## src/rtl/uart_pkg.sv

```systemverilog
// rtl/uart_pkg.sv - shared register map, bit indices and FSM encodings for uart_ctrl
package uart_pkg;

    localparam int OVS = 16;

    localparam logic [1:0] REG_TXDATA = 2'd0;
    localparam logic [1:0] REG_RXDATA = 2'd1;
    localparam logic [1:0] REG_STATUS = 2'd2;
    localparam logic [1:0] REG_CTRL   = 2'd3;

    localparam int ST_RX_EMPTY   = 0;
    localparam int ST_RX_FULL    = 1;
    localparam int ST_TX_EMPTY   = 2;
    localparam int ST_TX_FULL    = 3;
    localparam int ST_TX_BUSY    = 4;
    localparam int ST_PARITY_ERR = 5;
    localparam int ST_FRAME_ERR  = 6;
    localparam int ST_RX_OVF     = 7;
    localparam int ST_TX_OVF     = 8;

    localparam int CT_PAR_EN   = 16;
    localparam int CT_PAR_ODD  = 17;
    localparam int CT_TWO_STOP = 18;
    localparam int CT_RX_IE    = 19;
    localparam int CT_TX_IE    = 20;

    typedef enum logic [2:0] {
        TX_IDLE, TX_START, TX_DATA, TX_PARITY, TX_STOP, TX_STOP2
    } tx_state_t;

    typedef enum logic [2:0] {
        RX_IDLE, RX_START, RX_DATA, RX_PARITY, RX_STOP, RX_WAIT_HIGH
    } rx_state_t;

endpackage

```

## src/rtl/uart_sfifo.sv

```systemverilog
// rtl/uart_sfifo.sv - single-clock FIFO with extra-bit pointers and first-word-fall-through read
module uart_sfifo #(
    parameter int WIDTH = 8,
    parameter int DEPTH = 16
) (
    input  logic             i_clk,
    input  logic             i_rstn,
    input  logic             push,
    input  logic             pop,
    input  logic [WIDTH-1:0] din,
    output logic [WIDTH-1:0] dout,
    output logic             full,
    output logic             empty
);
    localparam int AW = $clog2(DEPTH);

    logic [WIDTH-1:0] mem [DEPTH];
    logic [AW:0]      wptr;
    logic [AW:0]      rptr;
    logic             do_pop;
    logic             do_push;

    assign empty   = (wptr == rptr);
    assign full    = (wptr[AW] != rptr[AW]) && (wptr[AW-1:0] == rptr[AW-1:0]);
    // A pop on a full FIFO frees the slot the simultaneous push needs.
    assign do_pop  = pop && !empty;
    assign do_push = push && (!full || do_pop);
    assign dout    = mem[rptr[AW-1:0]];

    // Pointer advance; the top pointer bit distinguishes full from empty.
    always_ff @(posedge i_clk or negedge i_rstn) begin
        if (!i_rstn) begin
            wptr <= '0;
            rptr <= '0;
        end else begin
            if (do_push) wptr <= wptr + 1'b1;
            if (do_pop)  rptr <= rptr + 1'b1;
        end
    end

    // Storage array; contents are don't-care until written.
    always_ff @(posedge i_clk) begin
        if (do_push) mem[wptr[AW-1:0]] <= din;
    end

endmodule

```

## src/rtl/uart_ctrl.sv

```systemverilog
// rtl/uart_ctrl.sv - Wishbone UART with 16x oversampling, parity, FIFOs, sticky errors and irq
module uart_ctrl
    import uart_pkg::*;
#(
    parameter int          DATA_BITS = 8,
    parameter int          TX_DEPTH  = 16,
    parameter int          RX_DEPTH  = 16,
    parameter logic [15:0] DIV_RESET = 16'd26
) (
    input  logic        i_clk,
    input  logic        i_rstn,
    input  logic        i_wb_cyc,
    input  logic        i_wb_stb,
    input  logic        i_wb_we,
    input  logic [3:0]  i_wb_addr,
    input  logic [31:0] i_wb_data,
    output logic [31:0] o_wb_data,
    output logic        o_wb_ack,
    input  logic        i_rx,
    output logic        o_tx,
    output logic        o_irq
);
    logic [20:0] ctrl_q;
    logic [3:0]  sticky;
    logic [15:0] baud_cnt;
    logic        tick;
    logic        req, wr, rd, tx_push, rx_pop, ctrl_we;
    logic [1:0]  sel;
    logic [3:0]  w1c, sticky_set;
    logic [31:0] rdata_mux;
    logic        tx_full, tx_empty, tx_pop, tx_busy;
    logic        rx_full, rx_empty, rx_push;
    logic [DATA_BITS-1:0] tx_dout, rx_dout;
    logic        unused_bits;

    tx_state_t   tx_state, tx_next;
    logic [3:0]  tx_ovs;
    logic [2:0]  tx_bit;
    logic [DATA_BITS-1:0] tx_shift;
    logic        tx_par, tx_fmt_par, tx_fmt_two;
    logic        tx_bit_done;

    rx_state_t   rx_state, rx_next;
    logic        rx_s1, rx_s2, rx_d, rx_fall, rx_sample, rx_ferr;
    logic [3:0]  rx_ovs;
    logic [2:0]  rx_bit;
    logic [DATA_BITS-1:0] rx_shift;
    logic        rx_par_bad;

    assign unused_bits = ^{i_wb_addr[1:0], i_wb_data[31:21]};

    assign req     = i_wb_cyc && i_wb_stb && !o_wb_ack;
    assign wr      = req && i_wb_we;
    assign rd      = req && !i_wb_we;
    assign sel     = i_wb_addr[3:2];
    assign tx_push = wr && (sel == REG_TXDATA);
    assign rx_pop  = rd && (sel == REG_RXDATA);
    assign ctrl_we = wr && (sel == REG_CTRL);
    assign w1c     = (wr && (sel == REG_STATUS)) ? i_wb_data[ST_TX_OVF:ST_PARITY_ERR] : 4'b0;
    assign tx_busy = (tx_state != TX_IDLE);

    // Sticky sources, ordered as STATUS[8:5]: parity, frame, rx overflow, tx overflow.
    assign sticky_set = {tx_push && tx_full && !tx_pop,
                         rx_push && rx_full && !rx_pop,
                         rx_ferr,
                         rx_push && rx_par_bad};

    uart_sfifo #(.WIDTH(DATA_BITS), .DEPTH(TX_DEPTH)) u_tx_fifo (
        .i_clk(i_clk), .i_rstn(i_rstn), .push(tx_push), .pop(tx_pop),
        .din(i_wb_data[DATA_BITS-1:0]), .dout(tx_dout), .full(tx_full), .empty(tx_empty)
    );

    uart_sfifo #(.WIDTH(DATA_BITS), .DEPTH(RX_DEPTH)) u_rx_fifo (
        .i_clk(i_clk), .i_rstn(i_rstn), .push(rx_push), .pop(rx_pop),
        .din(rx_shift), .dout(rx_dout), .full(rx_full), .empty(rx_empty)
    );

    // Register read selection; an empty RX FIFO reads as zero.
    always_comb begin
        rdata_mux = 32'd0;
        case (sel)
            REG_RXDATA: rdata_mux = rx_empty ? 32'd0 : 32'(rx_dout);
            REG_STATUS: rdata_mux = {23'd0, sticky, tx_busy, tx_full, tx_empty, rx_full, rx_empty};
            REG_CTRL:   rdata_mux = {11'd0, ctrl_q};
            default:    rdata_mux = 32'd0;
        endcase
    end

    // Bus handshake, control/sticky registers and the registered interrupt.
    always_ff @(posedge i_clk or negedge i_rstn) begin
        if (!i_rstn) begin
            o_wb_ack  <= 1'b0;
            o_wb_data <= 32'd0;
            ctrl_q    <= {5'd0, DIV_RESET};
            sticky    <= 4'd0;
            o_irq     <= 1'b0;
        end else begin
            o_wb_ack <= i_wb_cyc && i_wb_stb && !o_wb_ack;
            if (req) o_wb_data <= i_wb_we ? 32'd0 : rdata_mux;
            if (ctrl_we) ctrl_q <= i_wb_data[20:0];
            sticky <= (sticky & ~w1c) | sticky_set;
            o_irq  <= (ctrl_q[CT_RX_IE] && !rx_empty) ||
                      (ctrl_q[CT_TX_IE] && tx_empty && !tx_busy);
        end
    end

    // Baud tick: period div+1, a new divisor takes effect at the next reload.
    assign tick = (baud_cnt == 16'd0);
    always_ff @(posedge i_clk or negedge i_rstn) begin
        if (!i_rstn)   baud_cnt <= DIV_RESET;
        else if (tick) baud_cnt <= ctrl_q[15:0];
        else           baud_cnt <= baud_cnt - 16'd1;
    end

    // TX line is decoded from registered state so reset forces it high at once.
    always_comb begin
        case (tx_state)
            TX_START:  o_tx = 1'b0;
            TX_DATA:   o_tx = tx_shift[0];
            TX_PARITY: o_tx = tx_par;
            default:   o_tx = 1'b1;
        endcase
    end

    // TX next state; leaving IDLE pops the FIFO.
    always_comb begin
        tx_next     = tx_state;
        tx_pop      = 1'b0;
        tx_bit_done = tick && (tx_ovs == 4'(OVS - 1));
        case (tx_state)
            TX_IDLE:   if (tick && !tx_empty) begin
                           tx_pop  = 1'b1;
                           tx_next = TX_START;
                       end
            TX_START:  if (tx_bit_done) tx_next = TX_DATA;
            TX_DATA:   if (tx_bit_done && tx_bit == 3'(DATA_BITS - 1))
                           tx_next = tx_fmt_par ? TX_PARITY : TX_STOP;
            TX_PARITY: if (tx_bit_done) tx_next = TX_STOP;
            TX_STOP:   if (tx_bit_done) tx_next = tx_fmt_two ? TX_STOP2 : TX_IDLE;
            TX_STOP2:  if (tx_bit_done) tx_next = TX_IDLE;
            default:   tx_next = TX_IDLE;
        endcase
    end

    // TX state and datapath; frame format is frozen at the pop.
    always_ff @(posedge i_clk or negedge i_rstn) begin
        if (!i_rstn) begin
            tx_state   <= TX_IDLE;
            tx_ovs     <= 4'd0;
            tx_bit     <= 3'd0;
            tx_shift   <= '0;
            tx_par     <= 1'b0;
            tx_fmt_par <= 1'b0;
            tx_fmt_two <= 1'b0;
        end else begin
            tx_state <= tx_next;
            if (tx_pop) begin
                tx_shift   <= tx_dout;
                tx_par     <= (^tx_dout) ^ ctrl_q[CT_PAR_ODD];
                tx_fmt_par <= ctrl_q[CT_PAR_EN];
                tx_fmt_two <= ctrl_q[CT_TWO_STOP];
                tx_ovs     <= 4'd0;
                tx_bit     <= 3'd0;
            end else if (tick && tx_busy) begin
                tx_ovs <= tx_ovs + 4'd1;
                if (tx_bit_done && tx_state == TX_DATA) begin
                    tx_shift <= tx_shift >> 1;
                    tx_bit   <= tx_bit + 3'd1;
                end
            end
        end
    end

    // Two-flop synchroniser plus a delayed copy for falling-edge detection.
    always_ff @(posedge i_clk or negedge i_rstn) begin
        if (!i_rstn) begin
            rx_s1 <= 1'b1;
            rx_s2 <= 1'b1;
            rx_d  <= 1'b1;
        end else begin
            rx_s1 <= i_rx;
            rx_s2 <= rx_s1;
            rx_d  <= rx_s2;
        end
    end

    // Start bit is sampled 8 ticks after the edge, later bits every 16 ticks.
    assign rx_fall   = rx_d && !rx_s2;
    assign rx_sample = tick && ((rx_state == RX_START) ? (rx_ovs == 4'(OVS/2 - 1))
                                                       : (rx_ovs == 4'(OVS - 1)));

    // RX next state, push and frame-error decisions.
    always_comb begin
        rx_next = rx_state;
        rx_push = 1'b0;
        rx_ferr = 1'b0;
        case (rx_state)
            RX_IDLE:      if (rx_fall) rx_next = RX_START;
            RX_START:     if (rx_sample) rx_next = rx_s2 ? RX_IDLE : RX_DATA;
            RX_DATA:      if (rx_sample && rx_bit == 3'(DATA_BITS - 1))
                              rx_next = ctrl_q[CT_PAR_EN] ? RX_PARITY : RX_STOP;
            RX_PARITY:    if (rx_sample) rx_next = RX_STOP;
            RX_STOP:      if (rx_sample) begin
                              if (rx_s2) begin
                                  rx_push = 1'b1;
                                  rx_next = RX_IDLE;
                              end else begin
                                  rx_ferr = 1'b1;
                                  rx_next = RX_WAIT_HIGH;
                              end
                          end
            RX_WAIT_HIGH: if (rx_s2) rx_next = RX_IDLE;
            default:      rx_next = RX_IDLE;
        endcase
    end

    // RX state and datapath; counters idle at zero until a start edge.
    always_ff @(posedge i_clk or negedge i_rstn) begin
        if (!i_rstn) begin
            rx_state   <= RX_IDLE;
            rx_ovs     <= 4'd0;
            rx_bit     <= 3'd0;
            rx_shift   <= '0;
            rx_par_bad <= 1'b0;
        end else begin
            rx_state <= rx_next;
            if (rx_state == RX_IDLE) begin
                rx_ovs     <= 4'd0;
                rx_bit     <= 3'd0;
                rx_par_bad <= 1'b0;
            end else if (tick) begin
                rx_ovs <= (rx_state == RX_START && rx_sample) ? 4'd0 : rx_ovs + 4'd1;
                if (rx_sample && rx_state == RX_DATA) begin
                    rx_shift <= {rx_s2, rx_shift[DATA_BITS-1:1]};
                    rx_bit   <= rx_bit + 3'd1;
                end
                if (rx_sample && rx_state == RX_PARITY)
                    rx_par_bad <= rx_s2 != ((^rx_shift) ^ ctrl_q[CT_PAR_ODD]);
            end
        end
    end

endmodule
```

## config.mk

```make
export PLATFORM = sky130hd
export DESIGN_NAME = uart_ctrl
export DESIGN_NICKNAME = d
export VERILOG_FILES = /design/src/rtl/uart_pkg.sv /design/src/rtl/uart_sfifo.sv /design/src/rtl/uart_ctrl.sv
export SDC_FILE = /design/constraint.sdc
export NUM_CORES = 1
export LEC_CHECK = 0
export CELL_PAD_IN_SITES_DETAIL_PLACEMENT = 1
export CELL_PAD_IN_SITES_GLOBAL_PLACEMENT = 2
export CORE_MARGIN = 2
export CORE_UTILIZATION = 45
export CTS_CLUSTER_DIAMETER = 120
export DETAILED_ROUTE_END_ITERATION = 10
export GPL_TIMING_DRIVEN = 0
export PLACE_DENSITY = 0.9
export SKIP_LAST_GASP = 1
export SLEW_MARGIN = 20
export SYNTH_ARGS = -nofsm -noshare
export SYNTH_HDL_FRONTEND = slang
export SYNTH_SLANG_ARGS = --single-unit
```

## constraint.sdc

```tcl
create_clock -name i_clk -period 4.1 [get_ports i_clk]
set_input_delay 1.025 -clock i_clk [delete_from_list [all_inputs] [get_ports i_clk]]
set_output_delay 1.025 -clock i_clk [all_outputs]
set_load 0.01 [all_outputs]
```

# Word level (Yosys, flattened, before mapping)
# Memory sizes are Yosys's and may differ from the RTL's.
# Cells that the tools add are included.
# word_totals
n_memories	2
ff_bits	138
latch_bits	0
mem_bits_ro	0
ramBits	256
# memory_table
name	words	width	read_ports	rd_clocked_by_memory_dff	write_ports	line_no	text
u_rx_fifo.mem	16	8	1	0	1	uart_sfifo.sv:17	logic [WIDTH-1:0] mem [DEPTH];
u_tx_fifo.mem	16	8	1	0	1	uart_sfifo.sv:17	
# op_classes
n_reduce_logical	64
n_bitwise	6
magnitude_cmp	0
multipliers	0
mux	55
n_addsub	9
n_shift	0
n_eq_ne	37
div	0
# op_table
op	count
$mux W3	22
$pmux W21 S3	1
$pmux W3 S6	2
$logic_and A1 B1 Y1	33
$mux W32	1
$mux W8	4
$mux W4	6
$ne A2 B2 Y1 const B	12
$add A5 B1 Y5 const B	4
$eq A3 B3 Y1 const B	6
$logic_not A16 Y1	1
$mux W1	16
$mux W16	1
$reduce_xor A8 Y1	2
$sub A16 B1 Y16 const B	1
$eq A3 B2 Y1 const B	4
$reduce_and A6 Y1	2
$eq A5 B5 Y1	2
$logic_not A1 Y1	10
$reduce_bool A2 Y1	5
$add A4 B1 Y4 const B	2
$eq A4 B4 Y1	2
$eq A4 B4 Y1 const B	2
$add A3 B1 Y3 const B	2
18 further kinds	28

# Depth between registers and ports, before layout
# Gate-level depths: netlist of the first run.
# logic_depth
ltp_word	10
depth_mapped	9
depth_no_buf	8

# Modules after synthesis
# A second synthesis of the first run with hierarchy kept.
# unflattened
cells_unflattened	1026
hier_area_um2	16296.9
# modules_own_cells
mod	area_per_inst_um2	cells_per_inst	n_inst
uart_sfifo	5512.8	269	2
uart_ctrl	5271.3	488	1

# Least setup slack after synthesis of the first run
# No wires, ideal clock.
# synth_path
path_kind	in2reg
from	input i_wb_addr[2]
to	memory u_rx_fifo.mem[3][0] (enable)
arrival_ps	3170
required_time_ps	3717
setup_slack_ps	546
stages	7
path_cell_list	clkbuf_1 -> nand2b_1 -> nor3_1 -> nor3b_1 -> nor4_2 -> nand2_1 -> nor3_1
# synth_between
elab_chain_len	7
# synth_rtl
element	line_no	text
start, declared	uart_ctrl.sv:15	input logic [3:0] i_wb_addr,
$eq A2 B1 Y1	uart_ctrl.sv:57	assign rx_pop = rd && (sel == REG_RXDATA);
$logic_and A1 B1 Y1	uart_ctrl.sv:57	
$logic_and A1 B1 Y1	uart_sfifo.sv:26	assign do_pop = pop && !empty;
$logic_or A1 B1 Y1	uart_sfifo.sv:27	assign do_push = push && (!full || do_pop);
$logic_and A1 B1 Y1	uart_sfifo.sv:27	
$mux W1	uart_sfifo.sv:43	if (do_push) mem[wptr[AW-1:0]] <= din;
$mux W1 (not written as such)	uart_sfifo.sv:43	
end, declared	uart_sfifo.sv:17	
# Every way passes these cells.

# Worst setup path in the final report of the first run
# layout_path
from	register baud_cnt[0]
to	memory u_tx_fifo.mem[4][7] (enable)
# layout_between
elab_chain_len	9
# layout_rtl
element	line_no	text
start, declared	uart_ctrl.sv:25	logic [15:0] baud_cnt;
start signal, assigned	uart_ctrl.sv:111	else if (tick) baud_cnt <= ctrl_q[15:0];
start signal, assigned	uart_ctrl.sv:112	else baud_cnt <= baud_cnt - 16'd1;
$logic_not A16 Y1	uart_ctrl.sv:108	assign tick = (baud_cnt == 16'd0);
$logic_and A1 B1 Y1	uart_ctrl.sv:131	TX_IDLE: if (tick && !tx_empty) begin
$mux W1	uart_ctrl.sv:131	
$mux W1	uart_ctrl.sv:130	case (tx_state)
$logic_and A1 B1 Y1	uart_sfifo.sv:26	
$logic_or A1 B1 Y1	uart_sfifo.sv:27	
$logic_and A1 B1 Y1	uart_sfifo.sv:27	
$mux W1	uart_sfifo.sv:43	
$mux W1 (not written as such)	uart_sfifo.sv:43	
end, declared	uart_sfifo.sv:17	
# Every way passes these cells.

==> impl_results.md, run 1 <==
- Status: complete, no violations
- # clock sinks: approximately 380
- Max Slew Vio Count: 0
- # port buffers: between 50 and 60
- Io pins: 77
- Iter 0 DRT Violations: approximately 660
- Cell Chain, Critical Path: inv_1 > ha_1 > or3b_1 > nor4_4 > o2111ai_2 > a2111oi_4 > buf_4 > nand2_1 > nor2_2
- CTS clk-pin slew, worst paths: around 0.06 ns
- First-pass GRT wire length: approximately 60 mm
- Starting Density: between 40% and 50%
- RR Startpoint: baud_cnt[0]
- Ys flop type: edfxtp_1
- Root buffer cell: clkbuf_16
- Worst-margin pin slew: around 0.93 ns
- Routed wl met2: just under 20 mm
- Detail Placement HPWL: between 20 and 30 mm
- Mapped Cells: roughly 1000
- Vias in the first global route: between 9000 and 10000
- Asr flop ratio synth: between 30% and 40%
- Reg2reg end: u_tx_fifo.mem[4][7]
- Yosys cell types: 60
- Setup crit end kind: flop
- Comb pwr share: approximately a tenth
- Reg2reg setup slack: between 0.2 and 0.3 ns
- Cell row count: just under 70
- Synthesized flop and latch total: 383
- Met3 wire len: roughly 1.9 mm
- Drc violations: 0
- Highest metal used: met4
- Synth-to-layout area growth: 17.1%
- CTS Buf Count: between 40 and 50
- Sw frac: 24.4%
- Final setup viols: 0
- Final period utilization: slightly above 90%
- Post-synth EDFFs: 256
- CP Class: flop to flop
- Clock power share: about two fifths
- NumNets Final: roughly 1200
- Reg2Reg Depth: 9
- Tightest Hold Check Type: primary input to async pin
- Synth Warn #: 0
- Clk_lat worst skew: roughly 0.57 ns
- Largest net degree at the start of global routing: between 70 and 80
- CTS tree: built
- Initial antenna violation count: 2
- Top cells by count, synth: edfxtp_1, dfrtp_1, mux4_2, nand2_1, nor2_1
- Clk_skew: roughly 0.028 ns
- CP max FO: 9
- Top area cells in the synthesized netlist: edfxtp_1, dfrtp_1, mux4_2
- Total net switching power: 2260 µW
- Setup repair after global routing missed its margin: false
- Grt total ovfl: 0
- Htree depth: 2
- WP data required: between 4 and 5 ns
- Die height: between 150 and 200 µm
- CP max stage cell: nor4_4
- Leakage: 0.00698 µW
- DR WL/cell: around 24 µm
- Max capacitance violation total: 0
- Max VDD drop: between 0.3 and 0.4 mV
- Nature of the critical path startpoint: flop
- Detail Route Antenna Nets: 0
- Yosys top cell by area: edfxtp_1
- Critical Path AT: 4.04 ns
- Most common cell in the netlist: edfxtp_1
- Avg Inst Size Synth: approximately 16 µm²
- Slew headroom: 37.2%
- Hold Fails Final Rpt: 0
- FMAX: 0.261 GHz
- Seq pwr share: between 40% and 50%
- Minimum clock period: approximately 3.8 ns
- GR Util All Layers: a little over a fifth
- Die Width: approximately 190 µm
- Vias/cell: 5.72
- Drt pass-1 iters: 5
- Area share of the largest cell type after synthesis: 48.2%
- GP Congestion: between 0.8 and 0.9
- Clk buf depth: 3
- P_int: roughly 7000 µW
- Register area share after synthesis: between 60% and 70%
- Mapped Area: 16000 µm²
- WL final: between 30 and 40 mm
- Die area: about 37000 µm²
- Vias: around 9100
- CP max stage delay: around 0.54 ns
- Total Neg Setup Slack: 0 ns
- Hold buffers post-CTS: 0
- Wl on met1: approximately 16 mm
- Pwr Density: 494 nW/µm²
- Core ar.: approximately 35000 µm²
- Pwr Total: a little over 9000 µW
- Layout cells sized above 1: between 20% and 30%
stage by stage:
stage	cell area [µm²]	setup WS, ns	hold WS (ns)	cells	util [%]
after floorplan	16000	0.546	0.345	1007	-
after global placement	17100	-3.30	0.346	1513	49.2
after detailed placement	17200	-0.797	0.347	1518	49.5
after CTS	18600	-0.160	0.356	1592	53.7
after global routing	18700	0.0553	0.359	1597	53.9
final	18700	0.263	0.355	1598	53.9
sequential cells by signal (all words and copies together) (netlist names), 3 cells and up:
name            cells
u_rx_fifo.mem     128
u_tx_fifo.mem     128
ctrl_q             21
o_wb_data          21
baud_cnt           16
rx_shift            8
tx_shift            8
u_rx_fifo.rptr      5
u_rx_fifo.wptr      5
u_tx_fifo.rptr      5
u_tx_fifo.wptr      5
rx_ovs              4
sticky              4
tx_ovs              4
rx_bit              3
rx_state            3
tx_bit              3
tx_state            3
timing repair:
action                     CTS  global route
setup buffers                0             4
setup endpoints to repair  230           229
pin swaps                    0             2
resized for setup           24             6
cells in the final DEF, fill, tap and decap left out, types with 27 or more instances in the layout:
cell type and count:
clkbuf_16 41, inv_1 27, nor2_1 38, nand2_1 76, mux2_2 33, dfrtp_1 118
clkdlybuf4s50_1 50, clkbuf_1 42, mux4_2 76, o21ai_0 43, xnor2_1 35, edfxtp_1 256
kinds of logic after synthesis:
kind of cell,share of synthesized area (%)
mux,13.4
other cells,0.0235
flops,68.1
compound gates,5.34
simple gates,6.43
fa+ha+maj,1.33
xor+xnor,3.00
buf+inv,2.32
worst max-delay path: cells and delay by family (launching register included):
family / cells / cell delay, ns
simple gates: 4 / 1.75
fa+ha+maj: 1 / 0.18
compound gates: 2 / 0.85
flops: 1 / 0.41
buf+inv: 2 / 0.29
worst max-delay path by stage:
stage / start / end
6_report: baud_cnt[0] / u_tx_fifo.mem[4][7]
5_1_grt: baud_cnt[0] / u_tx_fifo.mem[4][0]
4_1_cts: baud_cnt[0] / u_tx_fifo.mem[9][0]
3_5_place_dp: i_wb_cyc / u_rx_fifo.mem[8][4]
3_3_place_gp: i_rstn / rx_shift[6]
2_1_floorplan: i_wb_addr[2] / u_rx_fifo.mem[3][0]
layer usage:
| metal | track usage (%) | vias up |
|---|---|---|
| li1 | - | 4028 |
| met1 | 28.3 | 4828 |
| met2 | 37.0 | 218 |
| met3 | 4.33 | 68 |
| met4 | 7.28 | 0 |
| met5 | 0 | - |
area by class of cell:
class	instances	area (µm²)
Antenna cell	2	5.00
Clock inverter	17	244
Fill cell	3259	16000
Sequential cell	383	10900
Tap cell	455	569
Buffer	56	269
Multi-Input combinational cell	541	4900
Inverter	27	101
Clock buffer	57	1140
Timing Repair Buffer	60	603
power groups by stage:
| stage | combinational (µW) | sequential (µW) | clock [µW] |
|---|---|---|---|
| floorplan | 610 | 4550 | 0 |
| global placement | 851 | 4600 | 0 |
| detailed placement | 898 | 4610 | 0 |
| CTS | 932 | 4540 | 3840 |
| global route | 1040 | 4570 | 3970 |
| finish | 931 | 4540 | 3770 |
(Power assumes the default switching activity.)
==> run 2: changes to the inputs <==
CORE_UTILIZATION = 40   (was 45)
PLACE_DENSITY = 0.85   (was 0.9)
clock period = 3.3 ns   (was 4.1 ns; I/O delays follow)
==> run 2 against run 1 <==
Count of clock-buffer cells in the layout increased by 2; core utilization decreased by 5.0 points; via count decreased by 0.80%; wire length increased by 1.5%; register-to-register slack got worse by 0.18 ns; total power increased by 23%; critical endpoint is now u_rx_fifo.mem[0][2].
==> impl_results.md, run 2 (synthesized netlist as in run 1, its figures left out) <==
- WP data required: 3.58 ns (-0.72 ns)
- Clk_skew: 0.0189 ns (-0.00956 ns)
- Hold buffers post-CTS: 0 (unchanged)
- Met1 usage: 24.9% (-3.4 points)
- Starting Density: 40.4% (-5.6 points)
- Htree depth: 2 (unchanged)
- Final period utilization: 97.4% (+3.8 points)
- Reg2Reg Depth: 12 (+3)
- Tightest Hold Check Type: primary input to async pin
- Status: complete, no violations
- DP Cell Count: 1585 (+4.4%)
- Non-Filler Instances: 1697 (+6.2%)
- Detail Placement HPWL: 26.2 mm (+0.44%)
- Max capacitance violation total: 0 (unchanged)
- Leakage: 0.00717 µW (+2.7%)
- Most frequent cells in the layout: edfxtp_1, dfrtp_1, mux4_2
- Hold Fails Final Rpt: 0 (unchanged)
- P_int: 8490 µW (+21%)
- Total net switching power: 2910 µW (+29%)
- Max VDD drop: 0.426 mV (+22%)
- CTS tree: built
- Worst-margin pin slew: 1.07 ns (+0.135 ns)
- Vias: 9069 (-0.80%)
- Comb pwr share: 10.7% (+0.6 points)
- Worst Setup SP: baud_cnt[0]
- Synth-to-layout area growth: 21.2%
- Drt pass-1 iters: 4 (-1)
- Die area: 41500 µm² (+12%)
- Drc violations: 0 (unchanged)
- Critical Path AT: 3.50 ns (-0.54 ns)
- DR WL/cell: 23.0 µm (-4.4%)
- Root buffer cell: clkbuf_16
- Core ar.: 39500 µm² (+14%)
- Sw frac: 25.5% (+1.1 points)
- # clock sinks: 383 (unchanged)
- RR Startpoint: baud_cnt[0]
- GP Congestion: 0.791 (-1.5%)
- Pre-CTS setup slack: -1.32 ns (-0.518 ns)
- Io pins: 77 (unchanged)
- Vias/cell: 5.34 (-6.6%)
- Iter 0 DRT Violations: 642 (-2.1%)
- Most common cell after layout, fill and taps aside: edfxtp_1
- Pwr Total: 11400 µW (+23%)
- Largest net degree at the start of global routing: 77 (unchanged)
- GRT met2 Usage: 33.6% (-3.4 points)
- Clk buf depth: 3 (unchanged)
- Post-route worst setup slack: 0.0849 ns (-0.178 ns)
- Clock power share: 39.8% (-1.0 points)
- Die Width: 204 µm (+5.9%)
- Seq pwr share: 49.5% (+0.4 points)
- Max Slew Vio Count: 0 (unchanged)
- Reg2reg setup slack: 0.08 ns (-0.18 ns)
- Initial antenna violation count: 2 (unchanged)
- Grt total ovfl: 0 (unchanged)
- Detail Route Antenna Nets: 0 (unchanged)
- Clk_lat worst skew: 0.59 ns (+0.02 ns)
- CTS Buf Count: 41 (unchanged)
- Vias in the first global route: 9861 (+0.75%)
- Die height: 204 µm (+5.9%)
- Cell row count: 73 (+7.4%)
- Hold slack: 0.150 ns (-0.205 ns)
- Setup repair after global routing missed its margin: true
- Fin util: 48.9% (-5.0 points)
- Nature of the critical path startpoint: flop
- ANT cells: 0 (-2)
- Setup crit end kind: flop
- GR Util All Layers: 19.6% (-2.3 points)
- Final setup viols: 0 (unchanged)
- NumNets Final: 1198 (+2.5%)
- Most Crowded Layer GR: met2
- Layout cells sized above 1: 24.3% (+2.7 points)
- # port buffers: 51 (unchanged)
- CTS clk-pin slew, worst paths: 0.06 ns (about the same)
- CP Class: flop to flop
- WL final: 39.1 mm (+1.5%)
- Pwr Density: 589 nW/µm² (+19%)
- Reg2reg end: u_rx_fifo.mem[0][2]
- First-pass GRT wire length: 60.6 mm (+1.9%)
- Fillers: 3759 (+15%)
- Worst setup path endpoint: u_rx_fifo.mem[0][2]
- FMAX: 0.311 GHz (+19%)
- Minimum clock period: 3.22 ns (-0.622 ns)
- CP max FO: 7 (-2)
- Met3 global-route usage: 4.11% (-0.22 points)
- Slew headroom: 28.1% (-9.1 points)
==> run 2: changes by cell type in the layout (fill, tap and decap cells not counted), sizes merged <==
cell      change
inv           +1
clkinvlp      -3
buf          +25
clkbuf        +6
bufinv        -3
diode         -2
clkinv        +5
==> run 2: critical path: stages, from the launching register on <==
cell and delay (ns):
dfrtp_1 0.40, inv_1 0.07, ha_1 0.18, or3b_4 0.43
nor4_4 0.24, buf_4 0.19, nand4_1 0.09, buf_4 0.18
nor4_4 0.12, buf_4 0.19, nand2_1 0.29, nor3_4 0.31
buf_4 0.22
==> run 2: final cells by class <==
class	instances	area [µm²]	area share, %
Sequential cell	383	10900	56.2
Multi-Input combinational cell	541	5070	26.2
Clock buffer	59	1130	5.87
Timing Repair Buffer	90	1030	5.34
Tap cell	525	657	3.40
Buffer	55	293	1.51
Clock inverter	17	176	0.912
Inverter	27	105	0.543
==> run 2: how the worst min path moves through the flow <==
stage	start	to	slack (ns)
after global placement	rx_s1	rx_s2	0.35
after floorplan	rx_s1	rx_s2	0.35
after global routing	i_rstn	o_wb_ack	0.16
final	i_rstn	tx_shift[1]	0.15
after CTS	i_rstn	tx_shift[1]	0.16
after detailed placement	rx_s1	rx_s2	0.35
==> run 2: repair_timing <==
item	in CTS	in global routing
pin swaps	21	3
gates resized for setup	61	22
buffers inserted	34	3
setup endpoints to repair	273	242
==> run 2: stage by stage <==
stage	instance area (µm²)	TNS, ns
final	19300	0
after floorplan	16000	-3.14
after detailed placement	17300	-295.89
after CTS	19300	-2.73
after global placement	17200	-766.33
after global routing	19300	-0.583
==> run 2: routing by layer <==
layer	wire, µm	vias up
met5	23	-
met4	909	4
met3	1740	66
met2	20300	169
met1	16200	4748
li1	-	4082
==> run 2: power by group through the flow <==
stage / Clock (µW) / Sequential, µW / Combinational, µW
after CTS: 4630 / 5630 / 1200
after global placement: 0 / 5710 / 1070
after floorplan: 0 / 5650 / 765
after global routing: 4810 / 5680 / 1360
after detailed placement: 0 / 5720 / 1130
final: 4530 / 5640 / 1220
==> run 3: changes to the inputs <==
CAP_MARGIN = 20   (was unset)
==> results of run 3 <==
No change in the layout: final DEF, timing and power equal those of run 2.
